[config.mk]
export PLATFORM = sky130hd
export DESIGN_NAME = alu_accumulator_flat
export DESIGN_NICKNAME = d
export VERILOG_FILES = /design/src/rtl/alu_accumulator_if.sv /design/src/rtl/alu_accumulator.sv /design/src/flat_wrapper.sv
export SDC_FILE = /design/constraint.sdc
export NUM_CORES = 1
export LEC_CHECK = 0
export CORE_MARGIN = 5
export CORE_UTILIZATION = 35
export CTS_BUF_LIST = sky130_fd_sc_hd__clkbuf_4 sky130_fd_sc_hd__clkbuf_8
export DETAILED_ROUTE_END_ITERATION = 8
export DONT_BUFFER_PORTS = 1
export PLACE_DENSITY_LB_ADDON = 0.25
export SYNTH_ARGS = -nofsm -noshare
export SYNTH_HDL_FRONTEND = slang
export SYNTH_SLANG_ARGS = --single-unit
[constraint.sdc]
create_clock -name clk -period 1.79 [get_ports clk]
set_clock_uncertainty 0.1 [all_clocks]
set_input_delay 0.358 -clock clk [delete_from_list [all_inputs] [get_ports clk]]
set_output_delay 0.358 -clock clk [all_outputs]
set_load 0.005 [all_outputs]
[src/rtl/alu_accumulator_if.sv]
// Operation request bus between decode/control and the accumulator stage.
interface alu_accumulator_if #(
  parameter int WIDTH = 8
);
  logic             op_valid;
  logic             op_ready;
  logic [2:0]       op_code;
  logic [WIDTH-1:0] operand;

  modport master (output op_valid, output op_code, output operand, input  op_ready);
  modport slave  (input  op_valid, input  op_code, input  operand, output op_ready);
endinterface

[src/rtl/alu_accumulator.sv]
// Accumulator/flag stage around an external ripple-carry adder: registers the
// adder operands on accept, then commits the adder result one cycle later.
module alu_accumulator #(
  parameter int               WIDTH     = 8,
  parameter logic [WIDTH-1:0] ACC_RESET = '0
) (
  input  logic             clk,
  input  logic             rst,
  alu_accumulator_if.slave op,
  output logic [WIDTH-1:0] add_a,
  output logic [WIDTH-1:0] add_b,
  output logic             add_cin,
  input  logic [WIDTH-1:0] add_s,
  input  logic             add_c,
  output logic [WIDTH-1:0] acc,
  output logic             flag_z,
  output logic             flag_c,
  output logic             flag_n,
  output logic             flag_v,
  output logic             done
);

  localparam logic [2:0] OP_LOAD = 3'd0;
  localparam logic [2:0] OP_ADD  = 3'd1;
  localparam logic [2:0] OP_ADC  = 3'd2;
  localparam logic [2:0] OP_SUB  = 3'd3;
  localparam logic [2:0] OP_SBC  = 3'd4;
  localparam logic [2:0] OP_INC  = 3'd5;
  localparam logic [2:0] OP_DEC  = 3'd6;
  localparam logic [2:0] OP_CLR  = 3'd7;

  typedef enum logic {IDLE, EXEC} state_t;

  state_t           state, state_nxt;
  logic             ready;
  logic             accept;
  logic [2:0]       opc_p0;
  logic [WIDTH-1:0] a_nxt, b_nxt;
  logic             cin_nxt;

  // Two's-complement overflow: like-signed inputs giving an opposite-signed sum.
  function automatic logic ovf(input logic signed [WIDTH-1:0] a,
                               input logic signed [WIDTH-1:0] b,
                               input logic signed [WIDTH-1:0] s);
    return (a[WIDTH-1] == b[WIDTH-1]) && (s[WIDTH-1] != a[WIDTH-1]);
  endfunction

  assign op.op_ready = ready;

  always_ff @(posedge clk or posedge rst) begin
    if (rst) state <= IDLE;
    else     state <= state_nxt;
  end

  always_comb begin
    state_nxt = state;
    ready     = 1'b0;
    accept    = 1'b0;
    case (state)
      IDLE: begin
        ready = 1'b1;
        if (op.op_valid) begin
          accept    = 1'b1;
          state_nxt = EXEC;
        end
      end
      EXEC:    state_nxt = IDLE;
      default: state_nxt = IDLE;
    endcase
  end

  // Subtraction is a + ~b + cin, so carry-out means "no borrow".
  always_comb begin
    a_nxt   = acc;
    b_nxt   = op.operand;
    cin_nxt = 1'b0;
    case (op.op_code)
      OP_LOAD: a_nxt = '0;
      OP_ADD:  ;
      OP_ADC:  cin_nxt = flag_c;
      OP_SUB:  begin b_nxt = ~op.operand; cin_nxt = 1'b1;   end
      OP_SBC:  begin b_nxt = ~op.operand; cin_nxt = flag_c; end
      OP_INC:  begin b_nxt = '0;          cin_nxt = 1'b1;   end
      OP_DEC:  b_nxt = '1;
      OP_CLR:  begin a_nxt = '0; b_nxt = '0;                end
      default: ;
    endcase
  end

  // p0: operands registered at accept; commit stage captures adder result
  always_ff @(posedge clk or posedge rst) begin
    if (rst) begin
      add_a   <= '0;
      add_b   <= '0;
      add_cin <= 1'b0;
      opc_p0  <= OP_LOAD;
      acc     <= ACC_RESET;
      flag_z  <= 1'b0;
      flag_c  <= 1'b0;
      flag_n  <= 1'b0;
      flag_v  <= 1'b0;
      done    <= 1'b0;
    end else begin
      done <= 1'b0;
      if (accept) begin
        add_a   <= a_nxt;
        add_b   <= b_nxt;
        add_cin <= cin_nxt;
        opc_p0  <= op.op_code;
      end
      if (state == EXEC) begin
        acc    <= add_s;
        done   <= 1'b1;
        flag_z <= (add_s == '0);
        flag_n <= add_s[WIDTH-1];
        if (opc_p0 != OP_LOAD && opc_p0 != OP_CLR) begin
          flag_c <= add_c;
          flag_v <= ovf(add_a, add_b, add_s);
        end
      end
    end
  end

endmodule

[src/flat_wrapper.sv]
// flat-port wrapper written by rule: the top's interface ports become plain ports
module alu_accumulator_flat 
#(
  parameter int               WIDTH     = 8,
  parameter logic [WIDTH-1:0] ACC_RESET = '0
)
  (clk, rst, add_a, add_b, add_cin, add_s, add_c, acc, flag_z, flag_c, flag_n, flag_v, done, op_op_valid, op_op_code, op_operand, op_op_ready);
  alu_accumulator_if #(.WIDTH(WIDTH)) op_i ();
  input  logic clk;
  input  logic rst;
  output logic [WIDTH-1:0] add_a;
  output logic [WIDTH-1:0] add_b;
  output logic add_cin;
  input  logic [WIDTH-1:0] add_s;
  input  logic add_c;
  output logic [WIDTH-1:0] acc;
  output logic flag_z;
  output logic flag_c;
  output logic flag_n;
  output logic flag_v;
  output logic done;
  input wire logic [$bits(op_i.op_valid)-1:0] op_op_valid;
  input wire logic [$bits(op_i.op_code)-1:0] op_op_code;
  input wire logic [$bits(op_i.operand)-1:0] op_operand;
  output wire logic [$bits(op_i.op_ready)-1:0] op_op_ready;
  assign op_i.op_valid = op_op_valid;
  assign op_i.op_code = op_op_code;
  assign op_i.operand = op_operand;
  assign op_op_ready = op_i.op_ready;
  alu_accumulator #(.WIDTH(WIDTH), .ACC_RESET(ACC_RESET)) u_core (.clk(clk), .rst(rst), .op(op_i), .add_a(add_a), .add_b(add_b), .add_cin(add_cin), .add_s(add_s), .add_c(add_c), .acc(acc), .flag_z(flag_z), .flag_c(flag_c), .flag_n(flag_n), .flag_v(flag_v), .done(done));
endmodule
* Word-level counts from Yosys, hierarchy flattened
Cells that the tools add are included.
Storage, ports and cells: register bits after elaboration 34, input bits 23, output and inout port bits 31
Cells by class: equality and inequality tests 9, muxes and demuxes 8, bitwise operators 2, reductions and logical operators 11
Operators with widths (count):
- 8-bit case mux with 3 select lines | 1
- 3-bit equality test (second input constant) | 4
- 2-bit OR reduction | 5
- 8-bit zero test | 1
- 8-bit two-way mux | 1
- 8-bit NOT | 1
- 3-bit by 2-bit equality test with 1-bit output (second input constant) | 2
- 1-bit two-way mux | 4
- 1-bit case mux with 2 select lines | 2
- 3-bit zero test | 1
- 3-bit inequality test (second input constant) | 1
- 3-bit nonzero test | 1
- 1-bit logical AND | 2
- 2-bit AND reduction | 1
- 1-bit equality test | 1
- 1-bit inequality test | 1
- 1-bit NOT | 1

* Depth between registers and ports, before layout
Gate-level depths: netlist of the first run.
depth in word-level cells 3, depth in mapped cells 5

* Least setup slack after synthesis of the first run
OpenSTA, ideal clock, no wires.
path type flip-flop to flip-flop, start register u_core.opc_p0[0], end register u_core.flag_c, setup time 0.125 ns, data arrival time 1.151 ns, required time 1.565 ns, setup slack 0.414 ns, stages on the path, launching flop included 4, buffers on the path 0, clock period less this slack 1.376 ns, path through dfrtp_1 or3_1 nand3_1 mux2_2
On the way: longest elaborated chain between the ends 3, elaborated cells between the ends (all ways) 4, classes of those cells 1 x eq/ne; 3 x reduce/logical
RTL lines:
- from (decl) | RTL line alu_accumulator.sv:37 | logic [2:0] opc_p0;
- from (signal assigned) | RTL line alu_accumulator.sv:109 | opc_p0 <= op.op_code;
- 3-bit inequality test or 3-bit nonzero test (tied branches) | RTL line alu_accumulator.sv:116 | if (opc_p0 != OP_LOAD && opc_p0 != OP_CLR) begin
- 1-bit logical AND (*) | RTL line alu_accumulator.sv:116
- 2-bit AND reduction (no source line) (*)
- to (signal assigned) | RTL line alu_accumulator.sv:99 | flag_c <= 1'b0;
- to (signal assigned) | RTL line alu_accumulator.sv:117 | flag_c <= add_c;
- to (decl) | RTL line alu_accumulator.sv:17 | output logic flag_c,
Every way passes the cells marked *; elsewhere a longest branch is shown, timed or not. A chain may end at the register's enable or synchronous reset.

* Final worst setup path of the first run
start register u_core.state, end register u_core.add_b[2]
On the way: longest elaborated chain between the ends 1
RTL lines:
- from (decl) | RTL line alu_accumulator.sv:34 | state_t state, state_nxt;
- from (signal assigned) | RTL line alu_accumulator.sv:52 | else state <= state_nxt;
- 1-bit two-way mux | RTL line alu_accumulator.sv:59 | case (state)
- to (signal assigned) | RTL line alu_accumulator.sv:107 | add_b <= b_nxt;
- to (decl) | RTL line alu_accumulator.sv:11 | output logic [WIDTH-1:0] add_b,
No other way between the ends.

==> results_dict.tcl, run 1 <==
set metrics [dict create \
    status "finished, final reports clean" \
    cp_max_fo 21 \
    final_common_cell "dfrtp_1" \
    fill_cells 399 \
    p_int_mw 1.31 \
    post_cts_resized 0 \
    maxSlewViolCount 0 \
    cts_setup_buffers 0 \
    synthFlopType "dfrtp_1" \
    crit_arrival_ns 1.61 \
    netlist_area_um2 1480 \
    hold_depth 2 \
    dieWidth_um 75.1 \
    cts_tree "built" \
    p_switching_mw 0.444 \
    synth_cell_types 25 \
    dpl_cell_area_um2 1500 \
    routed_wl_um 3110 \
    final_nets 147 \
    cts_sinks 33 \
    synth_area_leaders "dfrtp_1, mux2_2, a22o_1" \
    worstMarginPinSlew_ns 0.416 \
    worstSetupEndpointType "register" \
    cp-start-kind "register" \
    synth_cells 122 \
    cts_buffers 5 \
    combPwrFrac_pct 11.9 \
    period_minus_slack_ns 1.56 \
    dieArea_um2 5640 \
    layout-drive-gt1-share_pct 19.4 \
    synth-async-reset-ratio_pct 100 \
    grt_pass1_vias 1050 \
    dp_hpwl_um 2280 \
    slowest_delay_ns 0.38 \
    route.detailed.drc 0 \
    cp_cell_sequence "nand2b_4 > inv_2 > nand3_2 > o221a_1" \
    finalSetupViolations 0 \
    critPathBufInv 1 \
    initial_utilization_pct 36.5 \
    max_freq_mhz 642 \
    ant_nets 0 \
    cts_root_buffer "clkbuf_8" \
    grt_pass1_wl_um 5140 \
    num_antenna_cells 0 \
    drt_iter0_markers 60 \
    ys_seq_elements 33 \
    syn2layout_area_growth_pct 7.93 \
    synth_nets 145 \
    placed_cells 166 \
    syn_area_per_cell_um2 12.2 \
    io_pins 54 \
    grt_usage_pct 12.1 \
    synth_edf_count 0 \
    rows 23 \
    finalSetupTns_ns 0 \
    final_area_um2 1600 \
    core-area_um2 4060 \
    yosysTopAreaCellShare_pct 55.7 \
    hold_viol 0 \
    period_share_pct 87.0 \
    final_cells 174 \
    ff2ff_setup_slack_ns 0.23 \
    maxSlewHeadroom_pct 72.2 \
    p_leak_nw 0.680 \
    insertion_delay_ns 0.27 \
    portBuffers 0 \
    vias 941 \
    cts_max_level 2 \
    synth_largest_area_cell "dfrtp_1" \
    place_congestion 0.697 \
    worstHoldPathType "primary input to register" \
    power.density_nw_per_um2 1090 \
    worst_ir_drop_vdd_mv 0.552 \
    drtPass1Iterations 4 \
    cts_buffer_depth 2 \
    grt_max_degree 34 \
    die_h_um 75.1 \
    clkTransAtPathRegs_ns 0.06 \
    post_drt_wl_per_cell_um 17.9 \
    clock_power_share_pct 32.1 \
    worstHoldStart "op_op_code[1]" \
    seqPwrFrac_pct 55.9 \
    grt-ovfl-total 0 \
    reg2reg_to "u_core.add_b[2]" \
    rsz0062_at_grt "false" \
    vias_per_cell 5.41 \
    cp.required_ns 1.85 \
    rr_startpoint "u_core.state" \
    antenna_found_initial 0 \
    postCtsHoldBufs 1 \
    ys_seq_area_share_pct 55.7 \
    worstHoldEndpoint "u_core.opc_p0[1]" \
    critical-path-top-delay-family "simple AND/OR/NAND/NOR gates" \
    swShare_pct 25.4 \
    reg2reg_depth 4 \
    final_cell_mix "dfrtp_1, mux2_2, nand2_1" \
    cap_violations 0 \
    cp_slowest_cell "dfrtp_1" \
    crit_type "register to register" \
    yosys_warnings 0 \
]
## how the worst max path moves through the flow
stage	end	slack (ns)	depth (start not counted)	startpoint
floorplan	u_core.flag_c	0.41	3	u_core.opc_p0[0]
global placement	u_core.add_b[5]	0.31	4	u_core.state
detailed placement	u_core.add_b[2]	0.25	4	u_core.state
CTS	u_core.add_b[2]	0.24	4	u_core.state
global route	u_core.add_b[3]	0.13	4	u_core.state
finish	u_core.add_b[2]	0.23	4	u_core.state
## layer usage
| metal | vias to the layer above | track usage [%] | share of wire (%) |
|---|---|---|---|
| met5 | - | 0 | 0 |
| met4 | 0 | 3.56 | 1.1 |
| met3 | 5 | 6.81 | 12 |
| met2 | 35 | 18.8 | 47 |
| met1 | 456 | 14.2 | 40 |
| li1 | 445 | - | - |
## state kept, by name, summed over array words and instances (netlist names)
name and flops:
u_core.flag_c 1, u_core.add_b 8, u_core.done 1, u_core.acc 8
u_core.flag_z 1, u_core.add_a 8, u_core.opc_p0 3, u_core.state 1
u_core.add_cin 1, u_core.flag_v 1
## synthesized netlist by cell type (2+ instances only)
cell type	instances
nand2b_1	5
nor4_1	2
o221a_1	5
buf_6	2
o22a_1	3
nand2_1	10
a22o_1	8
mux2_2	11
o21ai_0	7
a21oi_1	3
nand3b_1	5
buf_4	3
nand3_1	8
mux2i_1	3
inv_1	3
dfrtp_1	33
buf_2	3
## power groups by stage
| stage | logic, mW | clock network (mW) | registers [mW] |
|---|---|---|---|
| final | 0.209 | 0.562 | 0.979 |
| after global routing | 0.240 | 0.617 | 0.998 |
| after CTS | 0.214 | 0.581 | 0.985 |
| after detailed placement | 0.213 | 0 | 0.997 |
| after global placement | 0.204 | 0 | 0.997 |
| after floorplan | 0.203 | 0 | 0.957 |
## layout make-up
cell class	instances	area [um2]	area share, %
Sequential cell	33	826	51.6
Multi-Input combinational cell	77	582	36.4
Clock buffer	7	90.1	5.63
Tap cell	50	62.6	3.91
Timing Repair Buffer	3	25.0	1.56
Inverter	4	15.0	0.938
## kinds of logic after synthesis
| family | count (synthesis) | share of synthesized area, % |
|---|---|---|
| AO/OA/AOI/OAI | 26 | 13.7 |
| multiplexers | 14 | 10.4 |
| XOR/XNOR | 1 | 0.591 |
| flip-flops | 33 | 55.7 |
| AND/OR/NAND/NOR | 36 | 14.6 |
| buffers and inverters | 12 | 5.06 |
## stage by stage
| stage | worst slack (ns) | power (mW) | hold slack (ns) | util, % |
|---|---|---|---|---|
| 3_3_place_gp | 0.308 | 1.20 | 0.258 | 37.0 |
| 5_1_grt | 0.132 | 1.86 | 0.0896 | 39.4 |
| 6_report | 0.233 | 1.75 | 0.0919 | 39.4 |
| 4_1_cts | 0.237 | 1.78 | 0.0838 | 39.4 |
| 3_5_place_dp | 0.246 | 1.21 | 0.266 | 37.0 |
| 2_1_floorplan | 0.414 | 1.16 | 0.316 | - |
No activity file was read; power rests on OpenSTA's default activity.
==> run 2: changes to the inputs <==
--- a/config.mk
+++ b/config.mk
@@ -7,7 +7,6 @@
 export LEC_CHECK = 0
 export CORE_MARGIN = 5
 export CORE_UTILIZATION = 35
-export CTS_BUF_LIST = sky130_fd_sc_hd__clkbuf_4 sky130_fd_sc_hd__clkbuf_8
 export DETAILED_ROUTE_END_ITERATION = 8
 export DONT_BUFFER_PORTS = 1
 export PLACE_DENSITY_LB_ADDON = 0.25
==> constraint.sdc (replaced) <==
create_clock -name clk -period 1.77 [get_ports clk]
set_clock_uncertainty 0.1 [all_clocks]
set_input_delay 0.354 -clock clk [delete_from_list [all_inputs] [get_ports clk]]
set_output_delay 0.354 -clock clk [all_outputs]
set_load 0.005 [all_outputs]
==> results_dict.tcl, run 2 (same netlist as run 1, synthesis figures left out) <==
set metrics [dict create \
    critPathLaunch "u_core.state" \
    dieWidth_um 75.1 \
    final_cell_mix "dfrtp_1, mux2_2, nand2_1" \
    crit_type "register to register" \
    post_drt_wl_per_cell_um 18.1 \
    worst_ir_drop_vdd_mv 0.527 \
    vias 946 \
    period_share_pct 88.2 \
    antenna_found_initial 0 \
    dpl_cell_area_um2 1500 \
    cts_root_buffer "clkbuf_8" \
    hold_viol 0 \
    finalSetupViolations 0 \
    fill_cells 392 \
    reg2reg_to "u_core.add_b[2]" \
    grt_max_degree 34 \
    max_freq_mhz 641 \
    hold_ws_ns 0.0777 \
    crit_arrival_ns 1.62 \
    cts_max_level 2 \
    cp_max_fo 21 \
    layout_setup_ws_ns 0.209 \
    hold_depth 2 \
    dieArea_um2 5640 \
    clkTransAtPathRegs_ns 0.07 \
    syn2layout_area_growth_pct 8.86 \
    cp.required_ns 1.83 \
    ant_nets 0 \
    portBuffers 0 \
    cts_setup_buffers 0 \
    multi_input_area_um2 582 \
    worstHoldStart "op_op_code[1]" \
    power.total_mw 1.87 \
    io_pins 54 \
    reg2reg_depth 4 \
    rr_startpoint "u_core.state" \
    final_area_um2 1610 \
    p_leak_nw 0.686 \
    worstHoldEndpoint "u_core.opc_p0[1]" \
    cts_tree "built" \
    final_common_cell "dfrtp_1" \
    period_minus_slack_ns 1.56 \
    insertion_delay_ns 0.28 \
    final_cells 174 \
    final_nets 147 \
    cap_violations 0 \
    utilization_pct 39.8 \
    cts_buffer_depth 2 \
    routed_wl_um 3140 \
    drt_iter0_markers 39 \
    rsz0062_at_grt "false" \
    initial_utilization_pct 36.5 \
    postCtsHoldBufs 1 \
    finalSetupTns_ns 0 \
    rows 23 \
    cts_sinks 33 \
    vias_per_cell 5.44 \
    maxSlewViolCount 0 \
    largestRegisters "u_core.acc: 8 flops, u_core.add_a: 8 flops, u_core.add_b: 8 flops" \
    post_cts_resized 0 \
    layout-drive-gt1-share_pct 19.4 \
    core-area_um2 4060 \
    worstMarginPinSlew_ns 0.423 \
    grt_usage_pct 12.5 \
    place_congestion 0.698 \
    cp-start-kind "register" \
    route.detailed.drc 0 \
    die_h_um 75.1 \
    maxSlewHeadroom_pct 71.8 \
    seqCellArea_um2 826 \
    grt_pass1_vias 1069 \
    dp_slack_ns 0.220 \
    dp_hpwl_um 2290 \
    status "finished, final reports clean" \
    ff2ff_setup_slack_ns 0.21 \
    grt-ovfl-total 0 \
    worstHoldPathType "primary input to register" \
    drtPass1Iterations 4 \
    num_antenna_cells 0 \
    placed_cells 166 \
    cts_buffers 5 \
    grt_pass1_wl_um 5230 \
    power.density_nw_per_um2 1160 \
    worstSetupEndpointType "register" \
]
run 2: changes by cell type in the layout (fill, tap and decap cells not counted):
cell	delta
clkbuf_8	-1
clkbuf_4	-1
clkinv_2	+1
bufinv_16	+1
run 2: worst max path at each step:
stage and endpoint:
6_report u_core.add_b[2], 5_1_grt u_core.add_b[3], 4_1_cts u_core.add_b[2], 3_5_place_dp u_core.add_b[2], 3_3_place_gp u_core.add_b[5], 2_1_floorplan u_core.flag_c
run 2: final cells by class:
| class | count | area share, % |
|---|---|---|
| Inverter | 4 | 0.930 |
| Multi-Input combinational cell | 77 | 36.0 |
| Timing Repair Buffer | 3 | 1.55 |
| Clock buffer | 5 | 4.26 |
| Tap cell | 50 | 3.88 |
| Clock inverter | 2 | 2.17 |
| Sequential cell | 33 | 51.2 |
run 2: layer usage:
layer / global-route usage (%) / part of all wire, % / vias to the layer above
li1: - / - / 445
met5: 0 / 0 / -
met3: 6.81 / 13 / 7
met1: 14.7 / 39 / 458
met4: 5.34 / 1.7 / 0
met2: 19.1 / 46 / 36
run 2: power breakdown:
group	switching (mW)	internal (mW)	leakage, nW
registers	0.113	0.875	0.398
clock network	0.261	0.409	0.0540
logic	0.0901	0.122	0.234
run 2: worst max-delay path, stage by stage, from the launching register on:
cell	delay (ns)
dfrtp_1	0.38
nand2b_4	0.23
inv_2	0.28
nand3_2	0.18
o221a_1	0.27
